$ cat src/rtl/nip_window_3x3.sv
// nip_window_3x3: streaming 3x3 neighbourhood extractor for raster-order pixels.
// Two line buffers hold the previous two lines. A two-column shift window holds
// the left part of the neighbourhood. A window is emitted only for interior
// pixels, with one cycle of latency and a single-entry output register that
// holds its contents while backpressured.
//
// Ports:
//   clk_in1     rising-edge clock
//   rst         synchronous active-high reset
//   s_valid     input pixel valid
//   s_ready     input pixel accepted when s_valid && s_ready (combinational)
//   s_data      input pixel, raster order
//   m_valid     output window valid
//   m_ready     downstream accepts the window when m_valid && m_ready
//   m_window    3x3 window, slice k = 3*r + c (r=0 top row, c=0 left column)
//   m_x, m_y    window centre column / row
//   frame_done  one-cycle pulse after the last pixel of a frame is accepted
module nip_window_3x3 #(
   parameter int unsigned DATA_W = 8,
   parameter int unsigned IMG_W  = 16,
   parameter int unsigned IMG_H  = 16
) (
   input  logic                clk_in1,
   input  logic                rst,
   input  logic                s_valid,
   output logic                s_ready,
   input  logic [DATA_W-1:0]   s_data,
   output logic                m_valid,
   input  logic                m_ready,
   output logic [9*DATA_W-1:0] m_window,
   output logic [9:0]          m_x,
   output logic [9:0]          m_y,
   output logic                frame_done
);

   localparam int unsigned CNT_W = 10;
   localparam int unsigned AW    = (IMG_W > 1) ? $clog2(IMG_W) : 1;
   localparam int unsigned COL_W = 3 * DATA_W;
   localparam int unsigned WIN_W = 9 * DATA_W;

   logic [CNT_W-1:0] col_q, col_d;
   logic [CNT_W-1:0] row_q, row_d;
   logic             m_valid_q, m_valid_d;
   logic [WIN_W-1:0] m_window_q, m_window_d;
   logic [CNT_W-1:0] m_x_q, m_x_d;
   logic [CNT_W-1:0] m_y_q, m_y_d;
   logic             frame_done_q, frame_done_d;

   // Line buffers: line1 holds row-1, line2 holds row-2 (contents undefined after reset).
   logic [DATA_W-1:0] line1_q [IMG_W];
   logic [DATA_W-1:0] line2_q [IMG_W];

   // Shift window columns, packed with the top row at offset 0.
   logic [COL_W-1:0] sh0_q;
   logic [COL_W-1:0] sh1_q;

   logic             accept;
   logic             emit;
   logic             last_col;
   logic             last_row;
   logic [AW-1:0]    idx;
   logic [COL_W-1:0] new_col;
   logic [WIN_W-1:0] win;

   // No window can be dropped: the single output slot must be empty or draining.
   assign s_ready = !rst && (!m_valid_q || m_ready);
   assign accept  = s_valid && s_ready;
   assign idx     = col_q[AW-1:0];

   // Counter advance, window assembly and output-slot next state.
   always_comb begin
      col_d        = col_q;
      row_d        = row_q;
      m_valid_d    = m_valid_q;
      m_window_d   = m_window_q;
      m_x_d        = m_x_q;
      m_y_d        = m_y_q;
      frame_done_d = 1'b0;
      win          = '0;

      last_col = (col_q == CNT_W'(IMG_W - 1));
      last_row = (row_q == CNT_W'(IMG_H - 1));
      new_col  = {s_data, line1_q[idx], line2_q[idx]};

      for (int r = 0; r < 3; r++) begin
         win[(3*r + 0)*DATA_W +: DATA_W] = sh0_q[r*DATA_W +: DATA_W];
         win[(3*r + 1)*DATA_W +: DATA_W] = sh1_q[r*DATA_W +: DATA_W];
         win[(3*r + 2)*DATA_W +: DATA_W] = new_col[r*DATA_W +: DATA_W];
      end

      // Rows 0-1 and columns 0-1 never emit, so stale buffer data never escapes.
      emit = accept && (row_q >= CNT_W'(2)) && (col_q >= CNT_W'(2));

      if (accept) begin
         if (last_col) begin
            col_d = '0;
            row_d = last_row ? '0 : row_q + CNT_W'(1);
         end else begin
            col_d = col_q + CNT_W'(1);
         end
         frame_done_d = last_col && last_row;
      end

      if (emit) begin
         m_valid_d  = 1'b1;
         m_window_d = win;
         m_x_d      = col_q - CNT_W'(1);
         m_y_d      = row_q - CNT_W'(1);
      end else if (m_ready) begin
         m_valid_d  = 1'b0;
      end
   end

   // Control and output registers.
   always_ff @(posedge clk_in1) begin
      if (rst) begin
         col_q        <= '0;
         row_q        <= '0;
         m_valid_q    <= 1'b0;
         m_window_q   <= '0;
         m_x_q        <= '0;
         m_y_q        <= '0;
         frame_done_q <= 1'b0;
      end else begin
         col_q        <= col_d;
         row_q        <= row_d;
         m_valid_q    <= m_valid_d;
         m_window_q   <= m_window_d;
         m_x_q        <= m_x_d;
         m_y_q        <= m_y_d;
         frame_done_q <= frame_done_d;
      end
   end

   // Line buffers and shift window; accept is already low during reset.
   always_ff @(posedge clk_in1) begin
      if (accept) begin
         line2_q[idx] <= line1_q[idx];
         line1_q[idx] <= s_data;
         sh0_q        <= sh1_q;
         sh1_q        <= new_col;
      end
   end

   assign m_valid    = m_valid_q;
   assign m_window   = m_window_q;
   assign m_x        = m_x_q;
   assign m_y        = m_y_q;
   assign frame_done = frame_done_q;

endmodule

$ cat config.mk
export PLATFORM = sky130hd
export DESIGN_NAME = nip_window_3x3
export DESIGN_NICKNAME = d
export VERILOG_FILES = /design/src/rtl/nip_window_3x3.sv
export SDC_FILE = /design/constraint.sdc
export NUM_CORES = 1
export LEC_CHECK = 0
export CORE_MARGIN = 1.5
export CORE_UTILIZATION = 25
export CTS_CLUSTER_SIZE = 40
export DETAILED_ROUTE_END_ITERATION = 10
export DONT_BUFFER_PORTS = 1
export PLACE_DENSITY_LB_ADDON = 0.2
export SYNTH_ARGS = -nofsm -noshare
export SYNTH_HDL_FRONTEND = slang
export SYNTH_SLANG_ARGS = --single-unit
$ cat constraint.sdc
create_clock -name clk_in1 -period 4.6 [get_ports clk_in1]
set_input_delay 0 -clock clk_in1 [delete_from_list [all_inputs] [get_ports clk_in1]]
set_output_delay 0 -clock clk_in1 [all_outputs]
set_load 0.02 [all_outputs]
After elaboration in Yosys (flattened, before gate mapping)
Memories as Yosys holds them, arrays and structs flattened. A register that Yosys moved wholly into a read port is not among the register bits. Cells that the tools add are included. W data, S select, Z words.

Flip-flop bits (word level): 162. Memory bits (writable): 256. Input bits: 12. Output and inout bits: 95. Memories: 2.

Add/sub/neg operators: 4. Order comparisons: 2. Equality and inequality tests: 2. Muxes and demuxes: 10. Bitwise operators: 1. Reduce and logical (&&, ||, !) cells: 11.

Memories: line1_q (depth 16, width 8, read ports 1, clocked after memory_dff 1, write ports 1, RTL line 50) `logic [DATA_W-1:0] line1_q [IMG_W];`; line2_q (depth 16, width 8, read ports 1, clocked after memory_dff 1, write ports 1, RTL line 51) `logic [DATA_W-1:0] line2_q [IMG_W];`.

Operators with widths (number): $add A10 B1 Y10 const B (2); $eq A10 B4 Y1 const B (2); $ge A10 B2 Y1 const B (2); $mux W10 (2); $sub A10 B1 Y10 const B (2); $mux W4 (4); $logic_and A1 B1 Y1 (5); $mux W1 (4); $logic_not A1 Y1 (2); $reduce_and A2 Y1 (1); $reduce_bool A2 Y1 (1); $reduce_or A2 Y1 (1); $logic_or A1 B1 Y1 (1); $not A1 Y1 (1).

Longest topological paths before layout
Gate-level depths: netlist of the first run.

Depth after elaboration: 7. Gate-level depth with buffers: 9.

Worst setup path before layout of the first run
No wires, ideal clock.

Path kind: register to register. Start point: register m_valid_q, in the netlist m_valid. End point: memory line1_q[4][0], enable pin. Arrival: 3.676 ns. Setup slack: 0.535 ns. Stages on the path, launching flop included: 8. Path through: dfxtp_1 > nand2b_1 > nand3_1 > inv_1 > clkbuf_1 > clkbuf_1 > nand2_1 > nor2_1.

Longest elaborated chain between the ends: 6.

Ends and longest elaborated chain: from (decl) (RTL line 43) `logic m_valid_q, m_valid_d;`; from (signal assigned) (RTL line 127) `m_valid_q <= m_valid_d;`; $logic_not A1 Y1 (RTL line 66) `assign s_ready = !rst && (!m_valid_q || m_ready);`; $logic_or A1 B1 Y1 (RTL line 66); $logic_and A1 B1 Y1 (RTL line 66); $logic_and A1 B1 Y1 (RTL line 67) `assign accept = s_valid && s_ready;`; named net accept (RTL line 57) `logic accept;`; $mux W1 (RTL line 137) `if (accept) begin`; $mux W1 (not written as such) (RTL line 139) `line1_q[idx] <= s_data;`; to (decl) (RTL line 50).

The timed path passes the listed nets, and every way through them passes these cells.

Final worst setup path of the first run
Start point: register row_q[0]. End point: register m_x_q[1], in the netlist m_x[1].

Longest elaborated chain between the ends: 3.

Ends and longest elaborated chain: from (decl) (RTL line 42) `logic [CNT_W-1:0] row_q, row_d;`; from (signal assigned) (RTL line 126) `row_q <= row_d;`; $ge A10 B2 Y1 (RTL line 92) `emit = accept && (row_q >= CNT_W'(2)) && (col_q >= CNT_W'(2));`; $logic_and A1 B1 Y1 (2 in a row) (RTL line 92); to (signal assigned) (RTL line 129) `m_x_q <= m_x_d;`; to (decl) (RTL line 45) `logic [CNT_W-1:0] m_x_q, m_x_d;`.

No other way between the ends. A chain may end at the register's enable or synchronous reset.

==> results of run 1 <==
routing by layer:
layer	track usage, %	up-vias	wire length (microns)
li1	-	4226	-
met4	3.15	6	702
met5	0	-	40
met1	18.3	4803	20500
met2	19.8	240	20000
met3	3.25	55	2700
state kept, by name (all words and copies together) (netlist names), 10 cells and up, named ones only:
| name | flops |
|---|---|
| m_x | 10 |
| sh0_q | 24 |
| m_y | 10 |
| m_window | 72 |
| sh1_q | 24 |
| line2_q | 128 |
| line1_q | 128 |
| col_q | 10 |
| row_q | 10 |
final cells by class:
class | count | share of cell area [%]
Sequential cell | 422 | 60.5
Tap cell | 855 | 5.63
Multi-Input combinational cell | 518 | 23.9
Timing Repair Buffer | 42 | 1.92
Inverter | 12 | 0.250
Clock inverter | 21 | 0.797
Clock buffer | 69 | 6.95
power by group through the flow:
stage | logic (mW) | clock network, mW | registers, mW
floorplan | 0.245 | 0 | 4.24
global placement | 0.325 | 0 | 4.27
detailed placement | 0.327 | 0 | 4.27
CTS | 0.376 | 3.73 | 4.19
global route | 0.404 | 3.86 | 4.19
finish | 0.372 | 3.60 | 4.18
cells in the mapped netlist, drive strengths merged:
cell type / n / area, sq um
or3: 3 / 18.8
o41ai: 4 / 35.0
o31a: 1 / 8.76
nor2: 23 / 86.3
and3: 4 / 25.0
nand4b: 1 / 8.76
a31oi: 19 / 119
or2: 4 / 25.0
xnor2: 12 / 105
nand4bb: 1 / 11.3
o211ai: 1 / 7.51
nand2b: 3 / 18.8
or3b: 3 / 26.3
o21ai: 5 / 25.0
mux4: 64 / 1440
buf: 31 / 184
a311oi: 4 / 35.0
ha: 7 / 87.6
o2111ai: 1 / 8.76
or4: 15 / 120
edfxtp: 304 / 9130
inv: 11 / 41.3
clkbuf: 65 / 244
a22oi: 32 / 240
nor4: 5 / 37.5
a41o: 1 / 10.0
xor2: 2 / 17.5
or4b: 1 / 10.0
and4: 1 / 8.76
nand2: 27 / 101
clkinv: 1 / 3.75
and2: 2 / 12.5
nor2b: 19 / 119
dfxtp: 118 / 2360
nor3: 8 / 40.0
nand3: 11 / 67.6
o31ai: 69 / 518
a211oi: 15 / 113
nand4: 60 / 375
mux2: 16 / 214
a21oi: 74 / 370
path summary, 6_finish.rpt:
check / start / end / slack (ps) / cells past startpoint
worst max-delay path: row_q[0] / m_x[1] / 1130 / 7
worst max register to register: row_q[0] / m_x[1] / 1130 / 7
worst min register to register: sh1_q[23] / sh0_q[23] / 450 / 0
worst min-delay path: s_valid / row_q[9] / 70 / 3
cell families after synthesis:
| group | after synthesis | synth area share, % |
|---|---|---|
| buffers and inverters | 108 | 2.88 |
| AOI/OAI and AO/OA | 226 | 9.07 |
| and+or+nand+nor | 191 | 6.77 |
| adders and majority gates | 7 | 0.533 |
| DFF | 422 | 69.9 |
| muxes | 80 | 10.1 |
| xor gates and xnor gates | 14 | 0.746 |
stage by stage:
| stage | util (%) | hold slack (ps) | power (mW) |
|---|---|---|---|
| floorplan | - | 98.9 | 4.49 |
| global placement | 26.9 | 84.4 | 4.59 |
| detailed placement | 26.9 | 85.4 | 4.59 |
| CTS | 29.4 | 35.5 | 8.29 |
| global route | 29.4 | 86.2 | 8.46 |
| finish | 29.4 | 74.2 | 8.16 |
timing repair:
action,in CTS,in global routing
endpoints found under the setup margin,0,0
hold buffers,13,0
endpoints found under the hold margin,264,0
worst max-delay path: stages (launching register included):
cell and delay (ps):
dfxtp_1 500, inv_1 130, ha_1 220, nor4_1 520, and3_2 780, nor3_2 360
a211oi_1 320, dlygate4sd3_1 580
==> results.sh, run 1 <==
export IMPL_status="finished, final reports clean"
export IMPL_synth_seq_cells=422
export IMPL_die_h_microns=259
export IMPL_netlist_area_sq_mm=0.0164
export IMPL_p_int_mw=6.31
export IMPL_yosysSeqAreaShare_pct=69.9
export IMPL_port_buffers=0
export IMPL_syn_inst=1048
export IMPL_cp_end_kind="flip-flop"
export IMPL_start_util_pct=25.4
export IMPL_multiInputGateArea_sq_mm=0.00455
export IMPL_setup_viol=0
export IMPL_nets=1063
export IMPL_seqPwrFrac_pct=51.3
export IMPL_synth_distinct_cells=51
export IMPL_fp_dieArea_sq_mm=0.0673
export IMPL_p_leak_nw=5.76
export IMPL_grt_pass1_vias=9331
export IMPL_place_gp_congestion=0.744
export IMPL_p_comb_share_pct=4.6
export IMPL_clockPowerShare_pct=44.2
export IMPL_placed_area_sq_mm=0.0174
export IMPL_insertedDiodeCount=0
export IMPL_drv_cap=0
export IMPL_viasPerCell=4.81
export IMPL_clk_latency_ps=590
export IMPL_cts_setup_buffers=0
export IMPL_dp_cells=1836
export IMPL_chipWidth_microns=259
export IMPL_clkSinkCount=422
export IMPL_cts_tree="done"
export IMPL_relSlewSlack_pct=19.1
export IMPL_antenna_found_initial=5
export IMPL_worstSetupPathType="flip-flop to flip-flop"
export IMPL_core_sq_mm=0.0647
export IMPL_fin_cells=1939
export IMPL_yosys_warnings=0
export IMPL_cts_made_buffers=48
export IMPL_fillers=6533
export IMPL_grt_max_degree=105
export IMPL_wire_per_inst_microns=22.6
export IMPL_dp_hpwl_mm=25.6
export IMPL_final_hold_viol_count=0
export IMPL_most_common_layout_cells="304 x edfxtp_1, 116 x dfxtp_1, 74 x a21oi_1, 69 x o31ai_1, 64 x mux4_2"
export IMPL_fin_skew_ps=26.0
export IMPL_drive_above_1_share_pct=19.1
export IMPL_grt_usage_pct=12.9
export IMPL_root_buffer="clkbuf_16"
export IMPL_ios=107
export IMPL_arrival_ps=4010
export IMPL_switching_share_pct=22.7
export IMPL_period_needed_ps=3470
export IMPL_cp_max_fo=33
export IMPL_syn_area_per_cell_sq_um=15.7
export IMPL_drt_iter0_markers=820
export IMPL_p_per_area_mw_per_mm2=430
export IMPL_peakVddDrop_uv=232
export IMPL_hold_path_class="input port to flip-flop"
export IMPL_h_tree_depth=2
export IMPL_grt_pass1_wl_mm=65.0
export IMPL_crit_required_ps=5140
export IMPL_fin_setup_tns_ps=0
export IMPL_first_pass_iters=7
export IMPL_final_design_area_no_fill_sq_mm=0.0190
export IMPL_cp_start_kind="flip-flop"
export IMPL_clockBufferDepth=3
export IMPL_postLayoutSetupSlackWorst_ps=1130
export IMPL_ant_nets=0
export IMPL_drc=0
export IMPL_fin_crit_sh_pct=75.5
export IMPL_seq_area_sq_mm=0.0115
export IMPL_pre_cts_ws_ps=1590
export IMPL_rsz0062_at_grt="no"
export IMPL_drt_wl_total_mm=43.9
export IMPL_tightestPinTransition_ps=1210
export IMPL_mostFrequentLayoutCell="edfxtp_1"
export IMPL_rows=93
export IMPL_grt_ovfl_total=0
export IMPL_fmax_mhz=288
export IMPL_clk_transition_reported_paths_ps=60
export IMPL_maxSlewViolCount=0
export IMPL_synthToLayoutAreaGrowth_pct=15.6
export IMPL_vias=9330
export IMPL_synth_nets=1067
export IMPL_p_switching_mw=1.85
export IMPL_cts_resized=0
Power figures use the tool's default switching activity.
==> run 2, diff against run 1 <==
==> constraint.sdc (replaced) <==
create_clock -name clk_in1 -period 3 [get_ports clk_in1]
set_input_delay 0 -clock clk_in1 [delete_from_list [all_inputs] [get_ports clk_in1]]
set_output_delay 0 -clock clk_in1 [all_outputs]
set_load 0.02 [all_outputs]
==> results.sh, run 2 (synthesized netlist as in run 1, its figures left out) <==
export IMPL_status="finished, final reports clean"
export IMPL_maxSlewViolCount=0
export IMPL_setup_viol=0
export IMPL_nets=1092
export IMPL_p_leak_nw=5.94
export IMPL_cp_slowest_cell="or4_4"
export IMPL_fp_dieArea_sq_mm=0.0673
export IMPL_h_tree_depth=2
export IMPL_drt_wl_total_mm=45.3
export IMPL_clockBufferDepth=3
export IMPL_chipWidth_microns=259
export IMPL_fmax_mhz=367
export IMPL_p_per_area_mw_per_mm2=654
export IMPL_rows=93
export IMPL_most_common_layout_cells="304 x edfxtp_1, 116 x dfxtp_1, 74 x a21oi_1, 69 x o31ai_1, 64 x mux4_2"
export IMPL_cts_setup_buffers=0
export IMPL_start_util_pct=25.4
export IMPL_cp_end_kind="flip-flop"
export IMPL_clk_latency_ps=590
export IMPL_wire_per_inst_microns=23.0
export IMPL_dp_cells=1867
export IMPL_fin_crit_sh_pct=90.7
export IMPL_drive_above_1_share_pct=21.2
export IMPL_drt_iter0_markers=952
export IMPL_placed_area_sq_mm=0.0177
export IMPL_fillers=6493
export IMPL_hold_ws_ps=78.5
export IMPL_antenna_found_initial=4
export IMPL_clk_transition_reported_paths_ps=60
export IMPL_crit_required_ps=3470
export IMPL_mostFrequentLayoutCell="edfxtp_1"
export IMPL_clkSinkCount=422
export IMPL_met3_usage_pct=2.89
export IMPL_slowest_delay_ps=620
export IMPL_fin_skew_ps=30.7
export IMPL_grt_ovfl_total=0
export IMPL_worstPathCellList="or4_4, or4_4, nand3_4, a21oi_1, dlygate4sd3_1"
export IMPL_grt_met1_usage_pct=18.9
export IMPL_final_design_area_no_fill_sq_mm=0.0193
export IMPL_final_hold_viol_count=0
export IMPL_ant_nets=0
export IMPL_arrival_ps=3200
export IMPL_tightestPinTransition_ps=1290
export IMPL_finalPower_mw=12.6
export IMPL_fin_cells=1968
export IMPL_grt_usage_pct=13.3
export IMPL_hold_path_class="input port to flip-flop"
export IMPL_fin_setup_tns_ps=0
export IMPL_grt_max_degree=114
export IMPL_ios=107
export IMPL_root_buffer="clkbuf_16"
export IMPL_place_gp_congestion=0.750
export IMPL_period_needed_ps=2720
export IMPL_core_sq_mm=0.0647
export IMPL_relSlewSlack_pct=13.3
export IMPL_cts_tree="done"
export IMPL_drc=0
export IMPL_dp_hpwl_mm=27.3
export IMPL_peakVddDrop_uv=320
export IMPL_drv_cap=0
export IMPL_die_h_microns=259
export IMPL_first_pass_iters=5
export IMPL_grt_util_met2_pct=20.5
export IMPL_cp_start_kind="flip-flop"
export IMPL_rsz0062_at_grt="no"
export IMPL_viasPerCell=4.88
export IMPL_port_buffers=0
export IMPL_cts_made_buffers=47
export IMPL_cpMostUsedCell="or4_4"
export IMPL_grt_busiest_layer="met2"
export IMPL_grt_pass1_vias=9599
export IMPL_grt_pass1_wl_mm=66.7
export IMPL_cp_max_fo=17
export IMPL_vias=9612
export IMPL_worstSetupPathType="flip-flop to flip-flop"
export IMPL_synthToLayoutAreaGrowth_pct=17.5
## run 2: cell type report
cell class | count | area [sq um] | area share, %
Sequential cell | 422 | 11500 | 59.5
Inverter | 12 | 47.5 | 0.246
Tap cell | 855 | 1070 | 5.54
Timing Repair Buffer | 72 | 651 | 3.37
Clock inverter | 23 | 190 | 0.985
Clock buffer | 65 | 1290 | 6.71
Antenna cell | 1 | 2.50 | 0.0130
Multi-Input combinational cell | 518 | 4560 | 23.6
## run 2: worst max-delay path, delay by kind of cell, from the launching register on
kind                   cells  cell delay, ps
AO/OA/AOI/OAI              1             120
AND/OR/NAND/NOR            3            1520
flip-flops                 1             390
buffers and inverters      1             570
## run 2: what timing repair did
action | CTS | global route
endpoints found under the hold margin | 253 | 0
hold buffers | 12 | 0
gates resized for setup | 0 | 0
## run 2: report_power, final
part | internal [mW] | total, mW | switching, mW | leakage (nW)
combinational | 0.184 | 0.645 | 0.460 | 1.50
clock | 3.27 | 5.58 | 2.32 | 0.726
sequential | 6.36 | 6.39 | 0.0274 | 3.71
## run 2: per-layer routing
metal	routed length, microns	part of all wire, %
met1	21100	47
met3	2760	6.1
met2	20500	45
met5	27	0.060
met4	864	1.9
## run 2: final timing paths
kind,cells after the start,startpoint,slack (ps),to
min reg2reg,0,sh1_q[15],440,sh0_q[15]
min,3,s_valid,80,row_q[7]
max reg2reg,5,col_q[5],280,m_valid
max,5,col_q[5],280,m_valid
## run 2: through the flow
stage / util [%] / setup slack (ps)
finish: 29.8 / 279
global route: 29.8 / 175
global placement: 27.3 / 394
detailed placement: 27.3 / 398
CTS: 29.8 / 283
floorplan: - / 70.9
==> run 3, diff against run 2 <==
--- a/config.mk
+++ b/config.mk
@@ -6,7 +6,7 @@
 export NUM_CORES = 1
 export LEC_CHECK = 0
 export CORE_MARGIN = 1.5
-export CORE_UTILIZATION = 25
+export CORE_UTILIZATION = 49
 export CTS_CLUSTER_SIZE = 40
 export DETAILED_ROUTE_END_ITERATION = 10
 export DONT_BUFFER_PORTS = 1
==> results.sh, run 3 (synthesized netlist as in run 1, its figures left out) <==
export IMPL_fin_setup_tns_ps=0
export IMPL_reg2reg_from="col_q[2]"
export IMPL_ios=107
export IMPL_cp_depth=5
export IMPL_cts_tree="done"
export IMPL_grt_usage_pct=22.0
export IMPL_cp_end_kind="flip-flop"
export IMPL_slowest_delay_ps=760
export IMPL_p_per_area_mw_per_mm2=651
export IMPL_cts_hold_buf=13
export IMPL_clk_latency_ps=550
export IMPL_grt_ovfl_total=0
export IMPL_dp_cells=1433
export IMPL_drt_wl_total_mm=38.0
export IMPL_drt_iter0_markers=897
export IMPL_top_layer="met5"
export IMPL_rsz0062_at_grt="no"
export IMPL_drive_above_1_share_pct=19.2
export IMPL_core_sq_mm=0.0328
export IMPL_setup_viol=0
export IMPL_cp_max_fo=21
export IMPL_rows=66
export IMPL_reg2reg_setup_slack_ps=330
export IMPL_dr_wl_met3_mm=2.92
export IMPL_relSlewSlack_pct=44.9
export IMPL_tightestPinTransition_ps=826
export IMPL_cts_setup_buffers=0
export IMPL_grt_pass1_wl_mm=56.4
export IMPL_fin_cells=1527
export IMPL_crit_start="col_q[2]"
export IMPL_start_util_pct=50.1
export IMPL_clockBufferDepth=3
export IMPL_reg2reg_depth=5
export IMPL_drt_met1_wl_mm=16.4
export IMPL_most_common_layout_cells="304 x edfxtp_1, 116 x dfxtp_1, 74 x a21oi_1, 69 x o31ai_1, 64 x mux4_2"
export IMPL_synthToLayoutAreaGrowth_pct=12.3
export IMPL_viasPerCell=6.13
export IMPL_fin_skew_ps=10.4
export IMPL_port_buffers=0
export IMPL_chipWidth_microns=186
export IMPL_finalPower_mw=12.0
export IMPL_die_h_microns=186
export IMPL_drv_cap=0
export IMPL_hold_start="s_valid"
export IMPL_maxSlewViolCount=0
export IMPL_critical_path_top_delay_family="simple AND/OR/NAND/NOR gates"
export IMPL_worst_path_buf_inv=1
export IMPL_wire_per_inst_microns=24.9
export IMPL_crit_required_ps=3440
export IMPL_worstSetupPathType="flip-flop to flip-flop"
export IMPL_worstPathCellList="nand3_1, or4_1, o21ai_0, a21oi_1, dlygate4sd3_1"
export IMPL_root_buffer="clkbuf_16"
export IMPL_cts_resized=0
export IMPL_cp_start_kind="flip-flop"
export IMPL_fp_dieArea_sq_mm=0.0346
export IMPL_period_needed_ps=2670
export IMPL_mostFrequentLayoutCell="edfxtp_1"
export IMPL_status="finished, final reports clean"
export IMPL_clk_transition_reported_paths_ps=60
export IMPL_dp_hpwl_mm=21.6
export IMPL_cts_made_buffers=43
export IMPL_arrival_ps=3110
export IMPL_drc=0
export IMPL_final_hold_viol_count=0
export IMPL_whs_path_depth=3
export IMPL_place_gp_congestion=0.779
export IMPL_placed_area_sq_mm=0.0170
export IMPL_ant_nets=0
export IMPL_clkSinkCount=422
export IMPL_p_leak_nw=5.78
export IMPL_cp_slowest_cell="or4_1"
export IMPL_grt_pass1_vias=9068
export IMPL_wl_met2_mm=17.9
export IMPL_final_design_area_no_fill_sq_mm=0.0185
export IMPL_grt_max_degree=113
export IMPL_first_pass_iters=5
export IMPL_fin_crit_sh_pct=89.1
export IMPL_peakVddDrop_uv=429
export IMPL_antenna_found_initial=5
export IMPL_h_tree_depth=2
export IMPL_fmax_mhz=374
export IMPL_vias=9362
export IMPL_nets=1068
export IMPL_hold_path_class="input port to flip-flop"
[run 3: changes by cell type in the layout (fill, tap and decap cells not counted), sizes merged]
cell         before  now
dlygate4sd3      11   12
clkbuf           65   57
buf              61   40
bufinv            3    1
clkinv           20   22
[run 3: per-stage QoR]
step | hold WS (ps) | setup WS (ps) | util (%)
3_3_place_gp | 79.1 | 535 | 51.8
2_1_floorplan | 98.9 | 70.9 | -
6_report | 42.2 | 327 | 56.3
5_1_grt | 68.2 | 88.0 | 56.3
4_1_cts | 31.9 | 341 | 56.3
3_5_place_dp | 80.9 | 478 | 51.8
[run 3: worst min-delay path, stage by stage]
cell,delay [ps]
nand4_1,310
xor2_1,120
nor2_1,120
[run 3: where the power goes]
group | internal, mW | leakage (nW) | switching (mW)
Sequential | 6.36 | 3.71 | 0.0348
Combinational | 0.173 | 1.41 | 0.407
Clock | 2.86 | 0.661 | 2.18
[run 3: path summary, 6_finish.rpt]
path               to
max          row_q[1]
min          col_q[2]
max reg2reg  row_q[1]
min reg2reg  sh0_q[5]
[run 3: cell type report]
type                            instances  area (sq um)
Fill cell                            2594         14300
Sequential cell                       422         11500
Multi-Input combinational cell        518          4520
Clock buffer                           57          1180
Tap cell                              442           553
Timing Repair Buffer                   52           515
Clock inverter                         23           145
Inverter                               12          47.5
Antenna cell                            1          2.50
[run 3: per-layer routing]
metal	up-vias	track usage [%]
met5	-	0
met2	280	35.0
met1	4803	30.4
li1	4205	-
met4	8	6.00
met3	66	5.26
